$ cat src/rtl/simd_decode_stage.sv
// ============================================================================
// Module   : simd_decode_stage
// Function : Registered SIMD ALU decode stage with valid/ready flow control,
//            an output FIFO and a saturating illegal-instruction counter.
// Revision : 1.0 - initial release
// ============================================================================
`default_nettype none

module simd_decode_stage #(
   parameter int         NUM_SRC          = 3,
   parameter int         TAG_W            = 6,
   parameter int         FIFO_DEPTH       = 2,
   parameter int         CNT_W            = 16,
   parameter logic [7:0] ALU_VOP3A_FORMAT = 8'h01,
   parameter logic [7:0] ALU_VOP1_FORMAT  = 8'h04,
   parameter logic [7:0] ALU_VOP2_FORMAT  = 8'h08,
   parameter logic [7:0] ALU_VOPC_FORMAT  = 8'h10
) (
   input  logic                   clk,
   input  logic                   rst,
   input  logic                   in_valid,
   output logic                   in_ready,
   input  logic [31:0]            in_opcode,
   input  logic [11:0]            in_sgpr_dest_addr,
   input  logic [NUM_SRC*12-1:0]  in_source_addr,
   input  logic [TAG_W-1:0]       in_tag,
   output logic                   out_valid,
   input  logic                   out_ready,
   output logic                   out_vcc_wr_en,
   output logic                   out_vgpr_wr_en,
   output logic                   out_sgpr_wr_en,
   output logic [NUM_SRC*4-1:0]   out_source_mux_select,
   output logic [NUM_SRC-1:0]     out_vgpr_source_rd_en,
   output logic                   out_sgpr_rd_en,
   output logic                   out_exec_rd_en,
   output logic                   out_illegal,
   output logic [TAG_W-1:0]       out_tag,
   output logic [CNT_W-1:0]       illegal_count
);

   localparam int C_AW    = (FIFO_DEPTH > 1) ? $clog2(FIFO_DEPTH) : 1;
   localparam int C_ENT_W = TAG_W + 1 + NUM_SRC + NUM_SRC*4 + 3;
   localparam logic [C_AW:0] C_DEPTH = (C_AW+1)'(FIFO_DEPTH);

   logic [7:0]              w_fmt;
   logic [11:0]             w_op;
   logic                    w_cmp_range;
   logic                    w_vcc, w_vgpr, w_sgpr, w_op_ok;
   logic [NUM_SRC*4-1:0]    w_sel_flat;
   logic [NUM_SRC-1:0]      w_rd;
   logic [NUM_SRC-1:0]      w_src_bad;
   logic                    w_illegal;
   logic [C_ENT_W-1:0]      w_entry;
   logic [C_ENT_W-1:0]      w_head;
   logic                    w_full, w_push, w_pop;
   logic                    w_unused_opcode;

   logic [C_ENT_W-1:0]      r_mem [FIFO_DEPTH];
   logic [C_AW-1:0]         r_wr_ptr, r_rd_ptr;
   logic [C_AW:0]           r_count;
   logic [CNT_W-1:0]        r_illegal_count;

   assign w_fmt           = in_opcode[31:24];
   assign w_op            = in_opcode[11:0];
   assign w_unused_opcode = ^in_opcode[23:12];
   assign w_cmp_range     = (w_op >= 12'h080 && w_op <= 12'h087) ||
                            (w_op >= 12'h0C0 && w_op <= 12'h0C7);

   always_comb begin
      w_vcc   = 1'b0;
      w_vgpr  = 1'b0;
      w_sgpr  = 1'b0;
      w_op_ok = 1'b0;
      if (w_fmt == ALU_VOP1_FORMAT) begin
         if (w_op == 12'h001) begin
            w_vgpr  = 1'b1;
            w_op_ok = 1'b1;
         end
      end else if (w_fmt == ALU_VOP2_FORMAT) begin
         case (w_op)
            12'h025, 12'h026: begin
               w_vcc   = 1'b1;
               w_vgpr  = 1'b1;
               w_op_ok = 1'b1;
            end
            12'h01B, 12'h01C, 12'h01A, 12'h014,
            12'h013, 12'h016, 12'h000, 12'h009: begin
               w_vgpr  = 1'b1;
               w_op_ok = 1'b1;
            end
            default: ;
         endcase
      end else if (w_fmt == ALU_VOP3A_FORMAT) begin
         case (w_op)
            12'h11B, 12'h114, 12'h113, 12'h16A, 12'h109,
            12'h16B, 12'h169, 12'h148, 12'h14A: begin
               w_vgpr  = 1'b1;
               w_op_ok = 1'b1;
            end
            default: begin
               if (w_cmp_range) begin
                  w_vcc   = 1'b1;
                  w_sgpr  = 1'b1;
                  w_op_ok = 1'b1;
               end
            end
         endcase
         // VOP3A may redirect its carry/compare result to VCC or an SGPR.
         if (w_op_ok) begin
            if (in_sgpr_dest_addr == 12'hE01) begin
               w_vcc  = 1'b1;
               w_sgpr = 1'b0;
            end else if (in_sgpr_dest_addr[11:9] == 3'b110) begin
               w_vcc  = 1'b0;
               w_sgpr = 1'b1;
            end
         end
      end else if (w_fmt == ALU_VOPC_FORMAT) begin
         if (w_cmp_range) begin
            w_vcc   = 1'b1;
            w_op_ok = 1'b1;
         end
      end
   end

   generate
      for (genvar gi = 0; gi < NUM_SRC; gi++) begin : g_src
         logic [11:0] w_addr;
         logic [3:0]  w_sel;
         logic        w_rd_en;
         logic        w_bad;

         assign w_addr = in_source_addr[12*gi +: 12];

         always_comb begin
            w_sel   = 4'h0;
            w_rd_en = 1'b0;
            w_bad   = 1'b0;
            // The literal code sits ahead of the constant range on purpose.
            if (w_addr == 12'h7FF) begin
               w_sel = 4'h0;
            end else begin
               casez (w_addr)
                  12'b00??_????_????: w_sel = 4'h1;
                  12'b10??_????_????: begin
                     w_sel   = 4'h2;
                     w_rd_en = 1'b1;
                  end
                  12'b110?_????_????: w_sel = 4'h3;
                  12'hE01:            w_sel = 4'h4;
                  12'hE02:            w_sel = 4'h5;
                  12'hE04:            w_sel = 4'h6;
                  12'hE08:            w_sel = 4'h7;
                  12'hE10:            w_sel = 4'h8;
                  12'hE20:            w_sel = 4'h9;
                  12'hE40:            w_sel = 4'hA;
                  12'hE80:            w_sel = 4'hB;
                  default: begin
                     w_sel = 4'hF;
                     w_bad = 1'b1;
                  end
               endcase
            end
         end

         assign w_sel_flat[4*gi +: 4] = w_sel;
         assign w_rd[gi]              = w_rd_en;
         assign w_src_bad[gi]         = w_bad;
      end
   endgenerate

   assign w_illegal = !w_op_ok || (|w_src_bad);
   assign w_entry   = {in_tag, w_illegal, w_rd, w_sel_flat, w_vcc, w_vgpr, w_sgpr};

   assign w_full   = (r_count == C_DEPTH);
   assign in_ready = !rst && !w_full;
   assign w_push   = in_valid && in_ready;
   assign w_pop    = out_valid && out_ready;

   always_ff @(posedge clk) begin
      if (w_push) begin
         r_mem[r_wr_ptr] <= w_entry;
      end
   end

   always_ff @(posedge clk) begin
      if (rst) begin
         r_wr_ptr        <= '0;
         r_rd_ptr        <= '0;
         r_count         <= '0;
         r_illegal_count <= '0;
      end else begin
         if (w_push) begin
            r_wr_ptr <= r_wr_ptr + 1'b1;
         end
         if (w_pop) begin
            r_rd_ptr <= r_rd_ptr + 1'b1;
         end
         case ({w_push, w_pop})
            2'b10:   r_count <= r_count + 1'b1;
            2'b01:   r_count <= r_count - 1'b1;
            default: r_count <= r_count;
         endcase
         if (w_push && w_illegal && (r_illegal_count != {CNT_W{1'b1}})) begin
            r_illegal_count <= r_illegal_count + 1'b1;
         end
      end
   end

   assign out_valid = (r_count != '0);
   assign w_head    = out_valid ? r_mem[r_rd_ptr] : '0;

   assign out_sgpr_wr_en        = w_head[0];
   assign out_vgpr_wr_en        = w_head[1];
   assign out_vcc_wr_en         = w_head[2];
   assign out_source_mux_select = w_head[3 +: NUM_SRC*4];
   assign out_vgpr_source_rd_en = w_head[3 + NUM_SRC*4 +: NUM_SRC];
   assign out_illegal           = w_head[3 + NUM_SRC*5];
   assign out_tag               = w_head[4 + NUM_SRC*5 +: TAG_W];
   assign out_sgpr_rd_en        = out_valid;
   assign out_exec_rd_en        = out_valid;
   assign illegal_count         = r_illegal_count;

endmodule

`default_nettype wire

$ cat config.mk
export PLATFORM = sky130hd
export DESIGN_NAME = simd_decode_stage
export DESIGN_NICKNAME = d
export VERILOG_FILES = /design/src/rtl/simd_decode_stage.sv
export SDC_FILE = /design/constraint.sdc
export NUM_CORES = 1
export LEC_CHECK = 0
export BUFFER_PORTS_ARGS = -buffer_cell sky130_fd_sc_hd__buf_2
export CAP_MARGIN = 20
export CORE_MARGIN = 1
export CORE_UTILIZATION = 50
export DETAILED_ROUTE_END_ITERATION = 6
export PLACE_DENSITY_LB_ADDON = 0.1
export SYNTH_ARGS = -nofsm -noshare
export SYNTH_HDL_FRONTEND = slang
export SYNTH_SLANG_ARGS = --single-unit
$ cat constraint.sdc
create_clock -name clk -period 3.14 [get_ports clk]
set_input_delay 0.628 -clock clk [delete_from_list [all_inputs] [get_ports clk]]
set_output_delay 0.628 -clock clk [all_outputs]
set_load 0.02 [all_outputs]
==> key figures, run 1 <==
Synth
  – Yosys warns: 0
  – Post-synth EDFFs: 50
  – Post-synth top area share: 35.57%
  – Synthesized area per cell: 9.508 um2
  – Async set-reset flop share out of synthesis: 0%
  – Distinct cells, synth: 62
  – #FFs+latches synth: 71
  – Top_reg_cell synth: edfxtp_1
  – Register area share after synthesis: 45.52%
  – Top cell type by total area after synthesis: edfxtp_1
  – Main area contributors after synthesis: edfxtp_1 (36%), dfxtp_1 (10%), mux2i_1 (6.2%)
  – Cell area after synthesis: 0.004222 mm2
  – Synth Instances: 444
  – Syn nets: about 540

Cells and area
  – Nets: 652
  – Share of layout cells above drive strength 1: 28.50%
  – Commonest non-fill, non-tap cell in the layout: buf_2
  – Layout area overhead: 21.75%
  – Most frequent cells in the layout: buf_2 (122), nor2_1 (63), edfxtp_1 (50), mux2i_1 (26), nand2_1 (24)
  – N_diodes: 0

STA
  – Max_slew headroom: between 50% and 60%
  – Slew Viols, Final: 0
  – FMAX: 0.3787 GHz
  – Fin Setup TNS: 0 ps
  – Worst-Margin Slew: 607.8 ps
  – Endpoints failing setup: 0
  – Final period util: 84.09%
  – Final Hold Fails: 0
  – Tmin final: around 2600 ps
  – Skew final: 6.914 ps
  – RSZ-0062 raised after global routing: no
  – Final WS setup: 499.5 ps

Placement
  – DP Worst Slack: 126.5 ps
  – Final HPWL DP: 6.992 mm
  – IO Port Bufs: 122
  – Final Wtd Congestion: 0.8945

Pwr
  – Sw power: 0.0009597 W
  – Pwr dens: 548.4 mW/mm2
  – Peak VDD IR: 0.0002286 V
  – Part of the power in combinational logic: 32.3%
  – Clock network power share: between 20% and 30%
  – Int Power: 0.001859 W
  – Sequential power share: 39.7%
  – P_leak: 1.952 nW
  – Switching share of power: 34.05%

Die
  – Initial Util: 51.64%
  – Chip height: 93.89 um
  – Die X: approximately 94 um
  – Num rows: 33
  – I/O pin count: 135
  – Full die area: 0.008814 mm2
  – Core ar.: roughly 0.008 mm2

Route
  – DRT iter0 DRCs: 105
  – Final WL: between 9 and 10 mm
  – Post-route antenna net violation count: 0
  – Drt pass-1 iters: 4
  – Vias: 3802
  – DR WL/cell: 13.99 um
  – Drt drc: 0
  – DR vias/cell: between 5 and 6

Global routing
  – Grt total ovfl: 0
  – First-pass GRT wire length: about 15 mm
  – Vias in the first global route: 3317
  – Largest net degree at the start of global routing: 26
  – Initial antenna violation count: 0
  – Gr usage total: roughly 21%

Critical path
  – WP data required: 3380 ps
  – RR Endpoint: illegal_count[13]
  – Worst Reg2Reg Path Length in Cells: 8
  – Worst setup SP type: input port
  – FF-to-FF setup slack: 920 ps
  – Critical path class: input port to flip-flop
  – Worst r2r src: illegal_count[3]
  – CP max FO: 10
  – Crit path arrival time: roughly 2900 ps
  – Worst Setup End Kind: flip-flop

Clock tree
  – Post-CTS sizing: 0
  – H-tree Lvls: 3
  – Post-CTS Hold Buffers: 0
  – Reg clk slew, reported paths: 80 ps
  – Clock sink count: 71
  – Cts bufs inserted: 9
  – Clk Latency, worst-skew pair: 340 ps
  – Root buf cell: clkbuf_8
  – TritonCTS clock tree: built
  – Max Buffers Root-to-Sink: 2
  – Postcts setup bufs: 0

Min path
  – Hold Path Depth: 1
  – Worst Hold End: r_mem[1][19]
  – Min-Delay Startpoint: in_tag[0]
  – Min-Delay Path Class: input port to flip-flop

Job
  – Max Cap Violations: 0

Outcome
  – Status: finished clean
synthesized netlist by cell type, types with 6 or more instances:
cell type	instances
nor4_1	11
nand2_1	24
nor2_1	65
xnor2_1	9
or3_1	10
clkbuf_1	17
o21ai_0	18
nor2b_1	8
inv_1	11
edfxtp_1	50
nor3_1	14
xor2_1	8
nand3_1	11
a21oi_1	14
dfxtp_1	21
o21a_1	8
nand4_1	14
o211ai_1	10
nor4b_1	6
mux2i_1	26
o31ai_1	6
nand2b_1	6
metal layers:
| metal | share of wire [%] | vias up | global-route usage, % |
|---|---|---|---|
| met5 | 0 | - | 0 |
| met4 | 1.3 | 0 | 6.538 |
| met3 | 5.9 | 13 | 5.583 |
| met2 | 50 | 108 | 37.59 |
| met1 | 43 | 1778 | 25.58 |
| li1 | - | 1903 | - |
cell families (layout without fill, tap and decap cells):
| family | count (synthesis) | in the layout | synth area share, % |
|---|---|---|---|
| buffers and inverters | 35 | 156 | 3.557 |
| adder cells (fa/ha/maj) | 2 | 2 | 0.5927 |
| AND/OR/NAND/NOR | 202 | 202 | 25.31 |
| multiplexers | 28 | 28 | 6.698 |
| XOR/XNOR | 17 | 17 | 3.527 |
| AO/OA/AOI/OAI | 89 | 89 | 14.79 |
| flip-flops | 71 | 71 | 45.52 |
worst max-delay path by stage:
stage                       startpoint                end  slack [ps]  depth (start not counted)
finish                   in_opcode[31]   illegal_count[5]         500                         10
floorplan                          rst        r_mem[0][0]         130                          5
global placement    in_source_addr[24]  illegal_count[14]         240                          9
CTS                      in_opcode[31]   illegal_count[5]         510                         10
detailed placement       in_opcode[31]   illegal_count[5]         130                         10
global route             in_opcode[31]   illegal_count[5]         400                         10
worst max-delay path: stages:
cell and delay (ps):
buf_2 90, or4_1 570, nor4_1 340, nand3b_1 130, a31oi_1 270, a31oi_1 150, a21oi_4 270, buf_4 200
nor4_1 60, o21a_1 170
metrics by stage:
step           hold slack, ps  std cells  area (um2)  power, W  util (%)
3_5_place_dp            496.2        654        4921  0.002062     60.19
6_report                474.0        670        5140  0.002819     62.87
2_1_floorplan           471.4        444        4222  0.001749         -
3_3_place_gp            480.0        654        4921  0.002044     60.19
4_1_cts                 452.2        670        5140  0.002854     62.87
5_1_grt                 445.6        670        5140  0.002973     62.87
registers in the layout, summed over array words and instances, names as in the netlist, named ones only:
signal / flops
r_count: 2
r_rd_ptr: 1
r_wr_ptr: 1
illegal_count: 16
r_mem: 50
power groups by stage:
| stage | Clock [W] | Sequential [W] | Combinational [W] |
|---|---|---|---|
| floorplan | 0 | 0.00112 | 0.000632 |
| CTS | 0.000810 | 0.00112 | 0.000923 |
| finish | 0.000788 | 0.00112 | 0.000911 |
| global route | 0.000849 | 0.00113 | 0.000994 |
| global placement | 0 | 0.00114 | 0.000904 |
| detailed placement | 0 | 0.00114 | 0.000919 |
layout make-up:
| class | count | area (um2) |
|---|---|---|
| fillers | 727 | 3035 |
| multi-input cells | 338 | 2155 |
| flip-flops and latches | 71 | 1922 |
| repair buffers | 128 | 668.1 |
| well taps | 105 | 131.4 |
| clock buffers | 9 | 123.9 |
| clock inverters | 7 | 95.09 |
| inverters | 12 | 45.04 |
Power figures use the tool's default switching activity.
==> run 2, diff against run 1 <==
Clock period 3.14 ns to 2.6 ns, I/O delays scaled along.
==> run 2 against run 1 <==
  * Via count up 1.8%
  * Sequential power up 21%
  * Clock-buffer cell count up 1
  * Combinational power up 25%
  * Sequential share of layout area down 0.98 points
  * Clock power down 10%
  * Die area unchanged
  * Non-clock buffer count up 23
  * Wire length down 0.32%
  * Cell count up 3.3%
  * Register-to-register slack worse by 510 ps
  * Cell area up 2.7%
==> key figures, run 2 (same netlist as run 1, synthesis figures left out) <==
Cells and area
  – Share of layout cells above drive strength 1: 31.01% (was 28.50%)
  – Most frequent cells in the layout: buf_2 (122), nor2_1 (63), edfxtp_1 (50), mux2i_1 (26), buf_4 (26) (was buf_2 (122), nor2_1 (63), edfxtp_1 (50), mux2i_1 (26), nand2_1 (24))
  – Fin area: 0.005279 mm2 (was 0.005140 mm2)
  – Number of flip-flops in the largest register: 50 (unchanged)
  – Commonest non-fill, non-tap cell in the layout: buf_2 (unchanged)
  – Register with the most flip-flops: r_mem (unchanged)
  – Finished Core Util: 64.57% (was 62.87%)
  – N_diodes: 0 (unchanged)
  – Layout area overhead: 25.04% (was 21.75%)
  – Nets: 675 (was 652)

STA
  – Tmin final: around 2400 ps
  – FMAX: 0.4184 GHz
  – RSZ-0062 raised after global routing: no (unchanged)
  – Slew Viols, Final: 0 (unchanged)
  – Final period util: 91.92%
  – Final Hold Fails: 0 (unchanged)
  – Skew final: 5.639 ps (was 6.914 ps)
  – Final WS setup: 210.1 ps (was 499.5 ps)
  – Worst-Margin Slew: 474.4 ps (was 607.8 ps)
  – Endpoints failing setup: 0 (unchanged)
  – Max_slew headroom: 68.13% (was 59.42%)

Global routing
  – Grt total ovfl: 0 (unchanged)
  – First-pass GRT wire length: 15.24 mm (was 14.80 mm)
  – Initial antenna violation count: 0 (unchanged)
  – Gr usage total: 21.97% (was 21.44%)
  – Largest net degree at the start of global routing: 26 (unchanged)
  – Vias in the first global route: 3344 (was 3317)

Clock tree
  – Post-CTS Hold Buffers: 0 (unchanged)
  – TritonCTS clock tree: built (unchanged)
  – Max Buffers Root-to-Sink: 2 (unchanged)
  – Clock sink count: 71 (unchanged)
  – Reg clk slew, reported paths: 70 ps (was 80 ps)
  – H-tree Lvls: 3 (unchanged)
  – Clk Latency, worst-skew pair: 330 ps (was 340 ps)
  – Cts bufs inserted: 9 (unchanged)
  – Postcts setup bufs: 0 (unchanged)
  – Root buf cell: clkbuf_8 (unchanged)

Min path
  – Hold Path Depth: 1 (unchanged)
  – Worst Hold End: r_mem[0][22] (was r_mem[1][19])
  – Min-Delay Startpoint: in_tag[3] (was in_tag[0])
  – Min-Delay Path Class: input port to flip-flop (unchanged)

Route
  – DR WL/cell: 13.50 um (was 13.99 um)
  – DRT iter0 DRCs: 148 (was 105)
  – DR vias/cell: 5.594 (was 5.675)
  – Final WL: 9.340 mm (was 9.370 mm)
  – Vias: 3871 (was 3802)
  – Post-route antenna net violation count: 0 (unchanged)
  – Drt drc: 0 (unchanged)
  – Drt pass-1 iters: 4 (unchanged)

Die
  – I/O pin count: 135 (unchanged)
  – Full die area: 0.008814 mm2 (unchanged)
  – Chip height: 93.89 um (unchanged)
  – Die X: 93.89 um (unchanged)
  – Core ar.: 0.008175 mm2 (unchanged)
  – Num rows: 33 (unchanged)
  – Initial Util: 51.64% (unchanged)

Critical path
  – RR Endpoint: illegal_count[9] (was illegal_count[13])
  – Worst setup SP type: input port (unchanged)
  – Crit-path max cell delay: 550 ps (was 570 ps)
  – Worst Setup End Kind: flip-flop (unchanged)
  – CP max-delay cell: or4_1 (unchanged)
  – Crit path arrival time: 2600 ps (was 2880 ps)
  – Worst Reg2Reg Path Length in Cells: 8 (unchanged)
  – Worst r2r src: illegal_count[3] (unchanged)
  – WP data required: 2810 ps (was 3380 ps)
  – FF-to-FF setup slack: 410 ps (was 920 ps)
  – CP cell instances: buf_2 > or4_1 > buf_4 > nor3_1 > nand2_1 > o21ai_1 > a311oi_1 > o21ai_2 > buf_12 > mux2i_1 > nor2_1 (was buf_2 > or4_1 > nor4_1 > nand3b_1 > a31oi_1 > a31oi_1 > a21oi_4 > buf_4 > nor4_1 > o21a_1)
  – Critical path class: input port to flip-flop (unchanged)
  – CP max FO: 12 (was 10)

Placement
  – Final HPWL DP: 7.191 mm (was 6.992 mm)
  – DP Worst Slack: -166.8 ps (was 126.5 ps)
  – IO Port Bufs: 122 (unchanged)
  – Final Wtd Congestion: 0.9024 (was 0.8945)
  – Placed Area: 0.005119 mm2 (was 0.004921 mm2)

Pwr
  – Pwr dens: 605.1 mW/mm2 (was 548.4 mW/mm2)
  – P_leak: 2.047 nW (was 1.952 nW)
  – Peak VDD IR: 0.0002610 V (was 0.0002286 V)

Job
  – Max Cap Violations: 0 (unchanged)

Outcome
  – Status: finished clean (unchanged)
[run 2: cell count changes in the layout (fill, tap and decap cells not counted), sizes merged]
cell      change
buf          +23
bufinv        -2
clkinv        +2
clkbuf        +1
clkinvlp      -1
inv           -1
[run 2: critical path, delay by kind of cell]
kind,cells,cell delay [ps]
AO/OA/AOI/OAI,3,500
buffers and inverters,3,400
multiplexers,1,180
AND/OR/NAND/NOR,4,1000
[run 2: how the worst max path moves through the flow]
stage                  startpoint           endpoint  slack (ps)  cells past startpoint
floorplan                     rst        r_mem[0][0]         100                      5
global placement     in_opcode[9]  illegal_count[14]        -120                     10
detailed placement  in_opcode[31]  illegal_count[14]        -170                     10
CTS                 in_opcode[31]  illegal_count[14]         180                     10
global route        in_opcode[31]  illegal_count[14]          40                     10
finish              in_opcode[31]   illegal_count[1]         210                     11
[run 2: stage by stage]
step	cells	hold slack (ps)	TNS (ps)	total power (W)
finish	692	375.6	0	0.003194
detailed placement	677	486.3	-1561	0.002521
CTS	692	361.4	0	0.003228
floorplan	444	471.4	0	0.002113
global route	692	348.2	0	0.003377
global placement	677	480.6	-936.8	0.002498
[run 2: layout make-up]
| type | count | area [um2] |
|---|---|---|
| fill | 728 | 2897 |
| multi-input combinational | 338 | 2161 |
| sequential | 71 | 1922 |
| timing repair buffer | 151 | 865.8 |
| tap | 105 | 131.4 |
| clock buffer | 10 | 127.6 |
| inverter | 12 | 45.04 |
| clock inverter | 5 | 26.28 |
[run 2: what timing repair did]
action,CTS,global route
endpoints found under the setup margin,0,7
hold endpoints to repair,0,0
gates resized for setup,0,1
[run 2: layer usage]
layer / GRT usage (%) / vias up / share of wire [%]
met5: 0 / - / 0
li1: - / 1953 / -
met1: 30.31 / 1783 / 47
met4: 5.513 / 0 / 1.0
met2: 34.98 / 125 / 46
met3: 4.854 / 10 / 5.6
[run 2: power breakdown]
part	internal [W]	total, W	switching, W
logic	0.000435	0.00114	0.000706
clock network	0.000332	0.000707	0.000374
registers	0.00129	0.00135	0.0000518
total	0.00206	0.00319	0.00113
==> run 3, diff against run 2 <==
Settings changed: ABC_AREA from default to 1, CAP_MARGIN 20 to default.
==> run 3 against run 2 <==
  * Sequential cell count stayed put
  * Clock skew is 4.8 ps higher
  * Fmax is 15% higher
  * Utilization is 3.9 points lower
  * Largest cell class unchanged
  * Non-clock buffer count is 22 lower
  * Critical endpoint is now illegal_count[8]
  * Worst setup slack better by 320 ps
==> key figures, run 3 <==
Critical path
  – CP max-delay cell: nor4_1 (was or4_1)
  – CP startpoint: illegal_count[0] (was in_opcode[31])
  – Worst setup SP type: flip-flop (was input port)
  – Critical path class: flip-flop to flip-flop (was input port to flip-flop)
  – WP data required: 2830 ps (was 2810 ps)
  – Delay-heaviest family, CP: simple AND/OR/NAND/NOR gates (unchanged)
  – CP max FO: 13 (was 12)
  – Crit path arrival time: 2300 ps (was 2600 ps)
  – Crit-path max cell delay: 400 ps (was 550 ps)
  – Worst r2r src: illegal_count[0] (was illegal_count[3])
  – Worst Setup End Kind: flip-flop (unchanged)
  – Worst Path Buf+Inv: 2 (was 3)
  – CP cell instances: ha_1 > nand2_1 > nor2_2 > nand3_1 > nor2_1 > nand3_1 > buf_4 > inv_1 > nor4_1 > nand4_1 > nand2_1 > nor2_2 (was buf_2 > or4_1 > buf_4 > nor3_1 > nand2_1 > o21ai_1 > a311oi_1 > o21ai_2 > buf_12 > mux2i_1 > nor2_1)

Synth
  – #FFs+latches synth: 71 (unchanged)
  – Cell area after synthesis: 0.004712 mm2 (was 0.004222 mm2)
  – Distinct cells, synth: 38 (was 62)
  – Synthesized area per cell: 7.172 um2 (was 9.508 um2)
  – Synth Instances: 657 (was 444)
  – Post-synth top area share: 31.86% (was 35.57%)
  – Top cell type by total area after synthesis: edfxtp_1 (unchanged)
  – Main area contributors after synthesis: edfxtp_1 (32%), nand2_1 (14%), dfxtp_1 (8.9%) (was edfxtp_1 (36%), dfxtp_1 (10%), mux2i_1 (6.2%))
  – Most common cell in the netlist: nand2_1 (was nor2_1)
  – Async set-reset flop share out of synthesis: 0% (unchanged)
  – Synth cell count leaders: nand2_1 (172), inv_1 (88), nor2_1 (83) (was nor2_1 (65), edfxtp_1 (50), mux2i_1 (26))
  – Syn nets: 749 (was 536)
  – Yosys warns: 0 (unchanged)
  – Register area share after synthesis: 40.79% (was 45.52%)
  – Top_reg_cell synth: edfxtp_1 (unchanged)
  – Post-synth EDFFs: 50 (unchanged)

Global routing
  – Largest net degree at the start of global routing: 32 (was 26)
  – Gr usage total: 22.07% (was 21.97%)
  – GR Util met2: 38.95% (was 34.98%)
  – Grt total ovfl: 0 (unchanged)
  – GR peak layer: met2 (unchanged)
  – Met1 GRT Util: 28.22% (was 30.31%)
  – Initial antenna violation count: 0 (unchanged)
  – GRT met3 Usage: 2.979% (was 4.854%)
  – First-pass GRT wire length: 17.55 mm (was 15.24 mm)
  – Vias in the first global route: 4099 (was 3344)

Die
  – Initial Util: 51.24% (was 51.64%)
  – Die X: 99.08 um (was 93.89 um)
  – Full die area: 0.009816 mm2 (was 0.008814 mm2)
  – Num rows: 35 (was 33)
  – Core ar.: 0.009196 mm2 (was 0.008175 mm2)
  – Chip height: 99.08 um (was 93.89 um)
  – I/O pin count: 135 (unchanged)

Cells and area
  – Commonest non-fill, non-tap cell in the layout: nand2_1 (was buf_2)
  – Register with the most flip-flops: r_mem (unchanged)
  – Number of flip-flops in the largest register: 50 (unchanged)
  – Nets: 870 (was 675)
  – N_diodes: 0 (unchanged)
  – Layout area overhead: 18.45% (was 25.04%)
  – Most frequent cells in the layout: nand2_1 (172), buf_2 (122), inv_1 (88), nor2_1 (80), edfxtp_1 (50) (was buf_2 (122), nor2_1 (63), edfxtp_1 (50), mux2i_1 (26), buf_4 (26))
  – Share of layout cells above drive strength 1: 26.69% (was 31.01%)
  – Fin area: 0.005582 mm2 (was 0.005279 mm2)

STA
  – Endpoints failing setup: 0 (unchanged)
  – Final Hold Fails: 0 (unchanged)
  – Final WS setup: 528.1 ps (was 210.1 ps)
  – Max_slew headroom: 54.96% (was 68.13%)
  – Tmin final: 2072 ps (was 2390 ps)
  – FMAX: 0.4827 GHz (was 0.4184 GHz)
  – Worst hold slack: 385.6 ps (was 375.6 ps)
  – Worst-Margin Slew: 669.4 ps (was 474.4 ps)
  – Slew Viols, Final: 0 (unchanged)
  – RSZ-0062 raised after global routing: no (unchanged)
  – Skew final: 10.47 ps (was 5.639 ps)
  – Final period util: 79.69% (was 91.92%)

Placement
  – Placed Area: 0.005391 mm2 (was 0.005119 mm2)
  – DP Worst Slack: 287.3 ps (was -166.8 ps)
  – Final HPWL DP: 8.052 mm (was 7.191 mm)
  – Final Wtd Congestion: 0.8260 (was 0.9024)
  – IO Port Bufs: 122 (unchanged)

Route
  – DR vias/cell: 5.073 (was 5.594)
  – DRT iter0 DRCs: 190 (was 148)
  – Drt drc: 0 (unchanged)
  – Drt pass-1 iters: 5 (was 4)
  – Post-route antenna net violation count: 0 (unchanged)
  – Vias: 4535 (was 3871)
  – DR WL/cell: 11.86 um (was 13.50 um)
  – Final WL: 10.60 mm (was 9.340 mm)

Clock tree
  – Clk Latency, worst-skew pair: 330 ps (about the same)
  – Post-CTS sizing: 0 (unchanged)
  – Clock sink count: 71 (unchanged)
  – Root buf cell: clkbuf_8 (unchanged)
  – Post-CTS Hold Buffers: 0 (unchanged)
  – Reg clk slew, reported paths: 80 ps (was 70 ps)
  – Max Buffers Root-to-Sink: 2 (unchanged)
  – H-tree Lvls: 3 (unchanged)
  – Cts bufs inserted: 9 (unchanged)
  – TritonCTS clock tree: built (unchanged)
  – Postcts setup bufs: 0 (unchanged)

Min path
  – Min-Delay Path Class: input port to flip-flop (unchanged)
  – Min-Delay Startpoint: in_tag[1] (was in_tag[3])

Pwr
  – P_leak: 2.615 nW (was 2.047 nW)
  – Peak VDD IR: 0.0002869 V (was 0.0002610 V)
  – Pwr dens: 512.2 mW/mm2 (was 605.1 mW/mm2)

Outcome
  – Status: finished clean (unchanged)

Job
  – Max Cap Violations: 0 (unchanged)
[run 3: changes by cell type after synthesis, moves of 25 or more]
cell	previous run	this run
mux2i_1	26	0
a21oi_1	14	43
nor2_2	0	26
inv_1	11	88
nand2_1	24	172
nand3_1	11	36
[run 3: final cells by class]
class                      count  area [um2]
tap                          111       138.9
fill                         869        3615
sequential                    71        1922
multi-input combinational    466        2288
clock buffer                  16       190.2
timing repair buffer         129       663.1
inverter                     101       379.1
[run 3: cell families (layout without fill, tap and decap cells)]
group / count (synthesis) / in the layout / synth area share, %
AO/OA/AOI/OAI: 63 / 63 / 7.223
adder cells (fa/ha/maj): 2 / 2 / 0.5310
buffers and inverters: 120 / 246 / 10.81
AND/OR/NAND/NOR: 395 / 395 / 39.54
XOR/XNOR: 6 / 6 / 1.115
flip-flops: 71 / 71 / 40.79
[run 3: per-stage QoR]
stage | TNS (ps) | utilization [%] | total power, W | cells
floorplan | -2086 | - | 0.001793 | 657
global placement | 0 | 58.63 | 0.002046 | 878
detailed placement | 0 | 58.63 | 0.002065 | 878
CTS | 0 | 60.69 | 0.002881 | 894
global route | 0 | 60.69 | 0.003013 | 894
finish | 0 | 60.69 | 0.002859 | 894
[run 3: final timing paths]
check                                         to  slack, ps  cells past startpoint
worst max-delay path            illegal_count[8]        530                     12
worst min-delay path                r_mem[1][20]        390                      1
worst max register to register  illegal_count[8]        530                     12
worst min register to register          r_rd_ptr        450                      1
[run 3: routing by layer]
| layer | routed length, um | part of all wire, % |
|---|---|---|
| met1 | 4767 | 45 |
| met2 | 5148 | 49 |
| met3 | 572 | 5.4 |
| met4 | 112 | 1.1 |
| met5 | 0 | 0 |
[run 3: power by group]
| group | switching (W) | internal [W] | total, W | leakage, nW |
|---|---|---|---|---|
| clock network | 0.000372 | 0.000453 | 0.000825 | 0.0970 |
| registers | 0.0000242 | 0.00127 | 0.00129 | 0.625 |
| logic | 0.000503 | 0.000239 | 0.000741 | 1.89 |
| total | 0.000899 | 0.00196 | 0.00286 | 2.61 |
